**src/rtl/intersection_phase_scheduler.sv**
```systemverilog
// intersection_phase_scheduler
//   Phase scheduler for a two-road intersection. The crossing is shared by the
//   main road (default owner), a side-road vehicle sensor and a pedestrian
//   button. An emergency preempt overrides all three. The scheduler sequences
//   green, yellow, all-red and walk phases and enforces minimum and maximum
//   green times.
// Ports:
//   clk          system clock, rising edge
//   reset        asynchronous active-high reset
//   side_req     side-road vehicle sensor (level)
//   ped_req      pedestrian button (pulse of any length, latched)
//   emerg_req    emergency preempt (level), forces main-road green
//   light_main   main lamps {R,Y,G}
//   light_side   side lamps {R,Y,G}
//   ped_walk     walk signal, high only in the walk phase
//   ped_pending  latched pedestrian request not yet served
//   phase        current state code (debug)
module intersection_phase_scheduler #(
  parameter int unsigned TICK_DIV  = 50000000,
  parameter int unsigned MIN_GREEN = 10,
  parameter int unsigned MAX_GREEN = 60,
  parameter int unsigned YELLOW_T  = 4,
  parameter int unsigned ALL_RED_T = 2,
  parameter int unsigned WALK_T    = 8
) (
  input  logic       clk,
  input  logic       reset,
  input  logic       side_req,
  input  logic       ped_req,
  input  logic       emerg_req,
  output logic [2:0] light_main,
  output logic [2:0] light_side,
  output logic       ped_walk,
  output logic       ped_pending,
  output logic [2:0] phase
);

  typedef enum logic [2:0] {
    MG = 3'd0,
    MY = 3'd1,
    AR = 3'd2,
    SG = 3'd3,
    SY = 3'd4,
    PW = 3'd5
  } state_e;

  localparam logic [2:0] LAMP_R = 3'b100;
  localparam logic [2:0] LAMP_Y = 3'b010;
  localparam logic [2:0] LAMP_G = 3'b001;

  state_e      state_q, state_d;
  logic [31:0] presc_q, presc_d;
  logic [31:0] tick_cnt_q, tick_cnt_d;
  logic        side_pend_q, side_pend_d;
  logic        ped_pend_q, ped_pend_d;
  logic        from_main_q, from_main_d;
  logic        from_pw_q, from_pw_d;

  logic        tick;
  logic        trans;
  logic [31:0] elapsed;

  assign tick    = (presc_q == TICK_DIV - 1);
  assign elapsed = tick_cnt_q + 32'd1;
  assign trans   = (state_d != state_q);

  // Next-state selection. Emergency is checked every cycle in SG and PW;
  // all other decisions are taken on a tick.
  always_comb begin
    state_d     = state_q;
    from_main_d = from_main_q;
    case (state_q)
      MG: begin
        if (!emerg_req && tick && elapsed >= MIN_GREEN &&
            (side_pend_q || ped_pend_q)) begin
          state_d     = MY;
          from_main_d = 1'b1;
        end
      end
      MY: if (tick && elapsed == YELLOW_T) state_d = AR;
      AR: begin
        if (tick && elapsed == ALL_RED_T) begin
          if (emerg_req)                       state_d = MG;
          else if (ped_pend_q && !from_pw_q)   state_d = PW;
          else if (from_main_q && side_pend_q) state_d = SG;
          else                                 state_d = MG;
        end
      end
      SG: begin
        if (emerg_req ||
            (tick && ((elapsed >= MIN_GREEN && !side_req) ||
                      elapsed == MAX_GREEN))) begin
          state_d     = SY;
          from_main_d = 1'b0;
        end
      end
      SY: if (tick && elapsed == YELLOW_T) state_d = AR;
      PW: if (emerg_req || (tick && elapsed == WALK_T)) state_d = AR;
      default: state_d = AR;
    endcase
  end

  // Both timers restart on any state change so each timed phase is exactly
  // N*TICK_DIV cycles long.
  always_comb begin
    presc_d    = presc_q + 32'd1;
    tick_cnt_d = tick_cnt_q;
    if (trans) begin
      presc_d    = '0;
      tick_cnt_d = '0;
    end else if (tick) begin
      presc_d    = '0;
      tick_cnt_d = tick_cnt_q + 32'd1;
    end
  end

  // Request latches: a request arriving on the entry edge survives the clear.
  always_comb begin
    side_pend_d = side_pend_q;
    ped_pend_d  = ped_pend_q;
    from_pw_d   = from_pw_q;
    if (trans && state_d == SG) side_pend_d = 1'b0;
    if (side_req)               side_pend_d = 1'b1;
    if (trans && state_d == PW) ped_pend_d  = 1'b0;
    if (ped_req)                ped_pend_d  = 1'b1;
    // Remembers whether the all-red being entered follows a walk, so a new
    // pedestrian request cannot immediately re-enter walk.
    if (trans)                  from_pw_d   = (state_q == PW);
  end

  always_ff @(posedge clk or posedge reset) begin
    if (reset) begin
      state_q     <= MG;
      presc_q     <= '0;
      tick_cnt_q  <= '0;
      side_pend_q <= 1'b0;
      ped_pend_q  <= 1'b0;
      from_main_q <= 1'b0;
      from_pw_q   <= 1'b0;
    end else begin
      state_q     <= state_d;
      presc_q     <= presc_d;
      tick_cnt_q  <= tick_cnt_d;
      side_pend_q <= side_pend_d;
      ped_pend_q  <= ped_pend_d;
      from_main_q <= from_main_d;
      from_pw_q   <= from_pw_d;
    end
  end

  // Moore output decode; unknown codes show all red.
  always_comb begin
    light_main = LAMP_R;
    light_side = LAMP_R;
    case (state_q)
      MG: light_main = LAMP_G;
      MY: light_main = LAMP_Y;
      SG: light_side = LAMP_G;
      SY: light_side = LAMP_Y;
      default: ;
    endcase
  end

  assign ped_walk    = (state_q == PW);
  assign ped_pending = ped_pend_q;
  assign phase       = state_q;

endmodule

```
**config.mk**
```make
export PLATFORM = sky130hd
export DESIGN_NAME = intersection_phase_scheduler
export DESIGN_NICKNAME = d
export VERILOG_FILES = /design/src/rtl/intersection_phase_scheduler.sv
export SDC_FILE = /design/constraint.sdc
export NUM_CORES = 1
export LEC_CHECK = 0
export CORE_MARGIN = 5
export CORE_UTILIZATION = 56
export CTS_CLUSTER_SIZE = 16
export DETAILED_ROUTE_END_ITERATION = 7
export PLACE_DENSITY = 0.77
export SYNTH_ARGS = -nofsm -noshare
export SYNTH_HDL_FRONTEND = slang
export SYNTH_SLANG_ARGS = --single-unit
```
**constraint.sdc**
```tcl
create_clock -name clk -period 3.6 [get_ports clk]
set_input_delay 0.72 -clock clk [delete_from_list [all_inputs] [get_ports clk]]
set_output_delay 0.72 -clock clk [all_outputs]
set_load 0.05 [all_outputs]
```
==> impl_metrics.ini, run 1 <==
[outcome]
outcome = finished, violations left
violations = setup timing

[floorplan]
die_y_um = 98.6
die_w_um = 98.6
core_area_um2 = 7690
pin_count = 16
rows = 32
die-area_um2 = 9720
start_util_pct = 57.2

[synth]
synth_nets = 519
synth_xor_area_share_pct = 13.9
synth_edf_count = 0
yosys-top-cells-area = dfrtp_1 (40%), nor2_1 (7.2%), xor2_1 (7.2%)
async_flop_share_pct = 100
synth_ff_type = dfrtp_1
synth_adder_area_share_pct = 1.37
synth_seq_cells = 71
synth_cell_types = 51
synth_common_cells = nor2_1 (84), dfrtp_1 (71), nand2_1 (43), xor2_1 (36), xnor2_1 (34)
synthMuxAreaShare_pct = 1.17
yosysSeqAreaShare_pct = 40.4
synthSimpleGateAreaFrac_pct = 31.4
synthCells = 510
synth_area_per_cell_um2 = 8.62
synth_top_area_share_pct = 40.4
yosysWarnings = 0
synth.most_common_cell = nor2_1
synth_compound_gate_area_share_pct = 6.86
synth_top_family_by_area = simple AND/OR/NAND/NOR gates
netlist_area_um2 = 4400
yosysTopAreaCell = dfrtp_1

[setup_path]
cp-end-kind = flip-flop
worstPathRequired_ns = 3.86
critPathKind = flip-flop to flip-flop
crit_path_cell_trace = ha_4 > nand3_4 > or4_4 > or4_4 > a211oi_2 > o211ai_1 > buf_4 > nor4_4 > buf_4 > a41oi_2 > a21oi_4 > o21ai_4 > buf_12 > buf_12 > nor3_1
cp_max_fo = 16
arrival_ns = 4.12
max_stage_delay_ns = 0.54
cp_slowest_cell = or4_4
cp-start-kind = flip-flop

[clock_tree]
cts_buffer_depth = 2
cts_num_sinks = 71
numCtsBuffers = 9
htreeDepth = 3
clk-insertion-delay-late_ns = 0.34
cts.clk_slew.worst_paths_ns = 0.08
cts_tree = done
postCtsHoldBufs = 0
cts_root_buf = clkbuf_8

[power]
ir_drop_uv = 313
p_leak_nw = 2.35
powerDensity_nw_per_um2 = 393

[timing]
fin_ws_ns = -0.254
whs_ns = 0.509
grt_setup_unrepaired = true
worst_pin_slew_ns = 0.637
period_share_pct = 107
finalMaxSlewViolations = 0
finalSetupViolations = 66
maxSlewHeadroom_pct = 57.5
clock_skew_ns = 0.00532
finalHoldViolCount = 0
period_minus_slack_ns = 3.85
max_freq_mhz = 259

[global_route]
grt_max_degree = 31
grt_remaining_overflow = 0
grt_first_pass_wirelength_um = 19100
antenna_found_initial = 0
track_usage_pct = 23.7
grt_pass1_vias = 3944

[route]
drt_iter0_drc = 239
dr.pass1.iters = 6
via_per_inst = 5.85
vias = 4066
drc = 0
wl_um = 11400
wl_per_cell_um = 16.4
ant_nets = 0

[finish]
regArea_um2 = 1780
multi_input_area_um2 = 2600
nets = 597
fin_area_um2 = 5610
num_antenna_cells = 0
fillers = 575
drive_gt1_share_pct = 23.4
area_growth_pct = 27.5

[place]
hpwl_um = 7750
place_congestion = 0.908
numPortBuffers = 15
place_area_um2 = 5110

[worst_hold_path]
min_path_type = flip-flop to flip-flop

[flow_run]
drv_cap = 0
layer usage:
layer / GRT usage [%] / up-vias / wire [um]
met2: 38.3 / 155 / 5470
li1: - / 1921 / -
met3: 3.82 / 24 / 709
met1: 32.3 / 1966 / 5010
met4: 8.82 / 0 / 201
met5: 0 / - / 0
stage by stage:
step                setup slack, ns  power (mW)  TNS, ns  instances  util [%]
global placement             -0.184        1.32    -3.63        667      66.5
finish                       -0.254        2.20   -13.85        695      72.9
floorplan                   -0.0880        1.22    -3.34        510         -
CTS                          -0.149        2.20    -6.51        691      71.8
global route                 -0.392        2.30   -22.75        695      72.9
detailed placement           -0.330        1.32   -13.68        667      66.5
worst max-delay path: cells and delay by family (launching register included):
kind / cells / cell delay [ns]
buffers and inverters: 4 / 0.67
AO/OA/AOI/OAI: 5 / 0.86
AND/OR/NAND/NOR: 5 / 1.68
adder cells (fa/ha/maj): 1 / 0.16
flip-flops: 1 / 0.40
cell type report:
class | count | area share (%)
Timing Repair Buffer | 95 | 14.7
Multi-Input combinational cell | 398 | 46.4
Clock buffer | 9 | 2.21
Sequential cell | 71 | 31.7
Inverter | 13 | 0.871
Clock inverter | 7 | 1.85
Tap cell | 102 | 2.28
power by group:
part / leakage [nW] / switching (mW) / internal [mW] / total (mW)
sequential: 0.973 / 0.0281 / 0.821 / 0.849
combinational: 1.26 / 0.373 / 0.250 / 0.624
clock: 0.114 / 0.333 / 0.399 / 0.732
total: 2.35 / 0.734 / 1.47 / 2.20
sequential cells by signal, summed over array words and instances (netlist names):
| name | cells |
|---|---|
| presc_q | 32 |
| tick_cnt_q | 32 |
| phase | 3 |
| from_main_q | 1 |
| from_pw_q | 1 |
| ped_pending | 1 |
| side_pend_q | 1 |
logic make-up (layout without fill, tap and decap cells):
kind of cell	Yosys count	count (layout)
AOI/OAI and AO/OA	45	45
xor gates and xnor gates	70	70
adders and majority gates	5	5
buffers and inverters	41	124
DFF	71	71
muxes	5	5
and+or+nand+nor	273	273
final timing paths:
path                                                 from                    endpoint  slack (ns)  depth (start not counted)
worst min-delay path                 presc_q[0]$_DFF_PP0_        presc_q[0]$_DFF_PP0_        0.51                          1
min in group asynchronous                           reset  tick_cnt_q[26]$_DFFE_PP0P_        0.78                          2
worst max-delay path            tick_cnt_q[1]$_DFFE_PP0P_       presc_q[17]$_DFF_PP0_       -0.25                         15
worst max register to register  tick_cnt_q[1]$_DFFE_PP0P_       presc_q[17]$_DFF_PP0_       -0.25                         15
max in group asynchronous                           reset          phase[2]$_DFF_PP0_        2.15                          3
worst min register to register       presc_q[0]$_DFF_PP0_        presc_q[0]$_DFF_PP0_        0.51                          1
cells in the final DEF (no fill, tap or decap), types with 3 or more instances in the layout:
master	netlist	routed
or4_1	6	3
clkinv_4	0	3
o31a_1	3	3
buf_4	1	73
nand4_1	19	19
nor2b_1	6	6
o21ai_0	10	10
xor2_1	36	36
inv_1	13	12
nand2_1	43	41
nor4_1	7	6
nand3_1	32	29
a21oi_1	5	3
a31oi_1	8	7
and2_1	4	4
mux2i_1	4	4
clkdlybuf4s50_1	0	15
or2_2	4	4
and4_1	3	3
or4_4	2	5
buf_12	0	3
ha_1	4	3
or3_1	4	4
nor2_1	84	84
and3_1	12	12
dfrtp_1	71	69
nor3_1	32	22
nand2b_1	5	5
nor3_2	1	10
xnor2_1	34	34
clkbuf_8	0	9
what timing repair did:
item,CTS,global route
setup buffers,8,5
pin swaps,7,2
gates resized for setup,21,9
cloned,1,0
endpoints found under the setup margin,67,69
Power figures use the tool's default switching activity.
==> run 2: changes to the inputs <==
--- a/config.mk
+++ b/config.mk
@@ -5,6 +5,7 @@
 export SDC_FILE = /design/constraint.sdc
 export NUM_CORES = 1
 export LEC_CHECK = 0
+export CORE_ASPECT_RATIO = 0.6
 export CORE_MARGIN = 5
 export CORE_UTILIZATION = 56
 export CTS_CLUSTER_SIZE = 16
==> run 2 against run 1 <==
The flow still finishes with violations (setup timing). Register-to-register slack about the same. Setup slack got worse by 0.012 ns. Maximum frequency decreased by 0.32%. Clock power increased by 25%. Critical path depth increased by 1. First-iteration DRC count increased by 42%. Sequential power increased by 0.7%. Sequential cell count unchanged. Die area increased by 0.60%. Clock-buffer cell count increased by 2. Final area increased by 3.4%. Worst hold slack improved by 0.0013 ns. Critical endpoint is now presc_q[20]$_DFF_PP0_. Largest cell class unchanged.
==> impl_metrics.ini, run 2 (same netlist as run 1, synthesis figures left out) <==
[timing]
fin_setup_tns_ns = -13.10
finalHoldViolCount = 0
maxSlewHeadroom_pct = 64.4
finalSetupViolations = 68
period_share_pct = 107
max_freq_mhz = 259
worst_pin_slew_ns = 0.532
finalMaxSlewViolations = 0
whs_ns = 0.510
fin_ws_ns = -0.267
period_minus_slack_ns = 3.87
clock_skew_ns = 0.00652
grt_setup_unrepaired = true

[clock_tree]
cts.clk_slew.worst_paths_ns = 0.06
cts_tree = done
cts_buffer_depth = 2
numCtsBuffers = 9
clk-insertion-delay-late_ns = 0.34
cts_num_sinks = 71
cts_root_buf = clkbuf_16
htreeDepth = 3

[floorplan]
die_w_um = 124
pin_count = 16
core_area_um2 = 7760
die_y_um = 78.6
rows = 25
start_util_pct = 56.7
die-area_um2 = 9780

[setup_path]
rr_worst_depth = 16
reg2reg_from = tick_cnt_q[7]$_DFFE_PP0P_
reg2reg_setup_slack_ns = -0.27
arrival_ns = 4.11
crit_family = simple AND/OR/NAND/NOR gates
cp_max_fo = 8
critPathKind = flip-flop to flip-flop
cp-end-kind = flip-flop
worstPathRequired_ns = 3.84
crit_top_cell = buf_6
critPathBufInv = 6
reg2reg_to = presc_q[20]$_DFF_PP0_
cp_slowest_cell = or4_4
max_stage_delay_ns = 0.52
crit_path_cell_trace = nand4_4 > or4_4 > o31a_1 > or4_1 > or4_4 > nor4_4 > buf_6 > buf_6 > buf_4 > a21oi_2 > a31oi_1 > buf_4 > o21ai_4 > buf_12 > buf_6 > nor3_1
cp-start-kind = flip-flop

[power]
powerDensity_nw_per_um2 = 432
ir_drop_uv = 316
p_leak_nw = 2.40
p_total_mw = 2.50

[finish]
area_growth_pct = 31.9
nets = 600
fin_area_um2 = 5800
num_antenna_cells = 0
final_cell_mix = nor2_1 (73), buf_4 (73), dfrtp_1 (69)
drive_gt1_share_pct = 26.5
instances_no_fill = 704
post-route-util_pct = 74.7

[route]
drt_iter0_drc = 339
ant_nets = 0
dr.pass1.iters = 5
vias = 4132
wl_um = 11900
wl_per_cell_um = 17.0
drc = 0
via_per_inst = 5.87

[worst_hold_path]
min_path_cells = 2
worstHoldStart = from_main_q$_DFFE_PP0P_
whs_endpoint = from_main_q$_DFFE_PP0P_
min_path_type = flip-flop to flip-flop

[global_route]
grt_max_degree = 39
grt_pass1_vias = 3956
track_usage_pct = 24.0
grt_remaining_overflow = 0
antenna_found_initial = 0
grt_first_pass_wirelength_um = 19200

[place]
numPortBuffers = 15
dp.cells = 671
place_congestion = 0.991
place_area_um2 = 5090
hpwl_um = 7590
dp_slack_ns = -0.252

[outcome]
outcome = finished, violations left
violations = setup timing

[flow_run]
drv_cap = 0
## run 2: cell type report
| type | instances | area, um^2 |
|---|---|---|
| inverters | 13 | 48.8 |
| flip-flops and latches | 71 | 1780 |
| well taps | 108 | 135 |
| multi-input cells | 398 | 2680 |
| clock inverters | 5 | 56.3 |
| clock buffers | 11 | 253 |
| repair buffers | 98 | 846 |
| fillers | 548 | 1960 |
## run 2: how the worst max path moves through the flow
stage                            endpoint  slack [ns]                       from  cells past startpoint
floorplan            presc_q[0]$_DFF_PP0_       -0.09  tick_cnt_q[7]$_DFFE_PP0P_                     14
global placement    presc_q[12]$_DFF_PP0_       -0.16  tick_cnt_q[1]$_DFFE_PP0P_                     14
detailed placement  presc_q[12]$_DFF_PP0_       -0.25  tick_cnt_q[7]$_DFFE_PP0P_                     13
CTS                 presc_q[12]$_DFF_PP0_       -0.16  tick_cnt_q[5]$_DFFE_PP0P_                     13
global route        presc_q[13]$_DFF_PP0_       -0.40  tick_cnt_q[5]$_DFFE_PP0P_                     16
finish              presc_q[20]$_DFF_PP0_       -0.27  tick_cnt_q[7]$_DFFE_PP0P_                     16
## run 2: worst register-to-register path, cell delays in order (launching register included)
cell,delay [ns]
dfrtp_1,0.39
nand4_4,0.12
or4_4,0.52
o31a_1,0.26
or4_1,0.47
or4_4,0.45
nor4_4,0.27
buf_6,0.17
buf_6,0.10
buf_4,0.11
a21oi_2,0.06
a31oi_1,0.17
buf_4,0.16
o21ai_4,0.06
buf_12,0.14
buf_6,0.14
nor3_1,0.19
## run 2: what timing repair did
item / in CTS / in global routing
resized for setup: 19 / 41
gates cloned: 1 / 1
setup buffers: 11 / 7
hold buffers: 0 / 0
setup endpoints to repair: 65 / 69
pin swaps: 3 / 2
## run 2: power by group
| group | total (mW) | internal (mW) | switching [mW] | leakage, nW |
|---|---|---|---|---|
| clock network | 0.915 | 0.573 | 0.343 | 0.152 |
| logic | 0.732 | 0.297 | 0.435 | 1.27 |
| registers | 0.855 | 0.822 | 0.0324 | 0.973 |
## run 2: per-layer routing
layer,vias up,wire length [um],global-route usage [%]
li1,1925,-,-
met1,2039,5460,31.6
met2,148,5640,39.1
met3,20,670,5.51
met4,0,174,8.53
met5,-,0,0
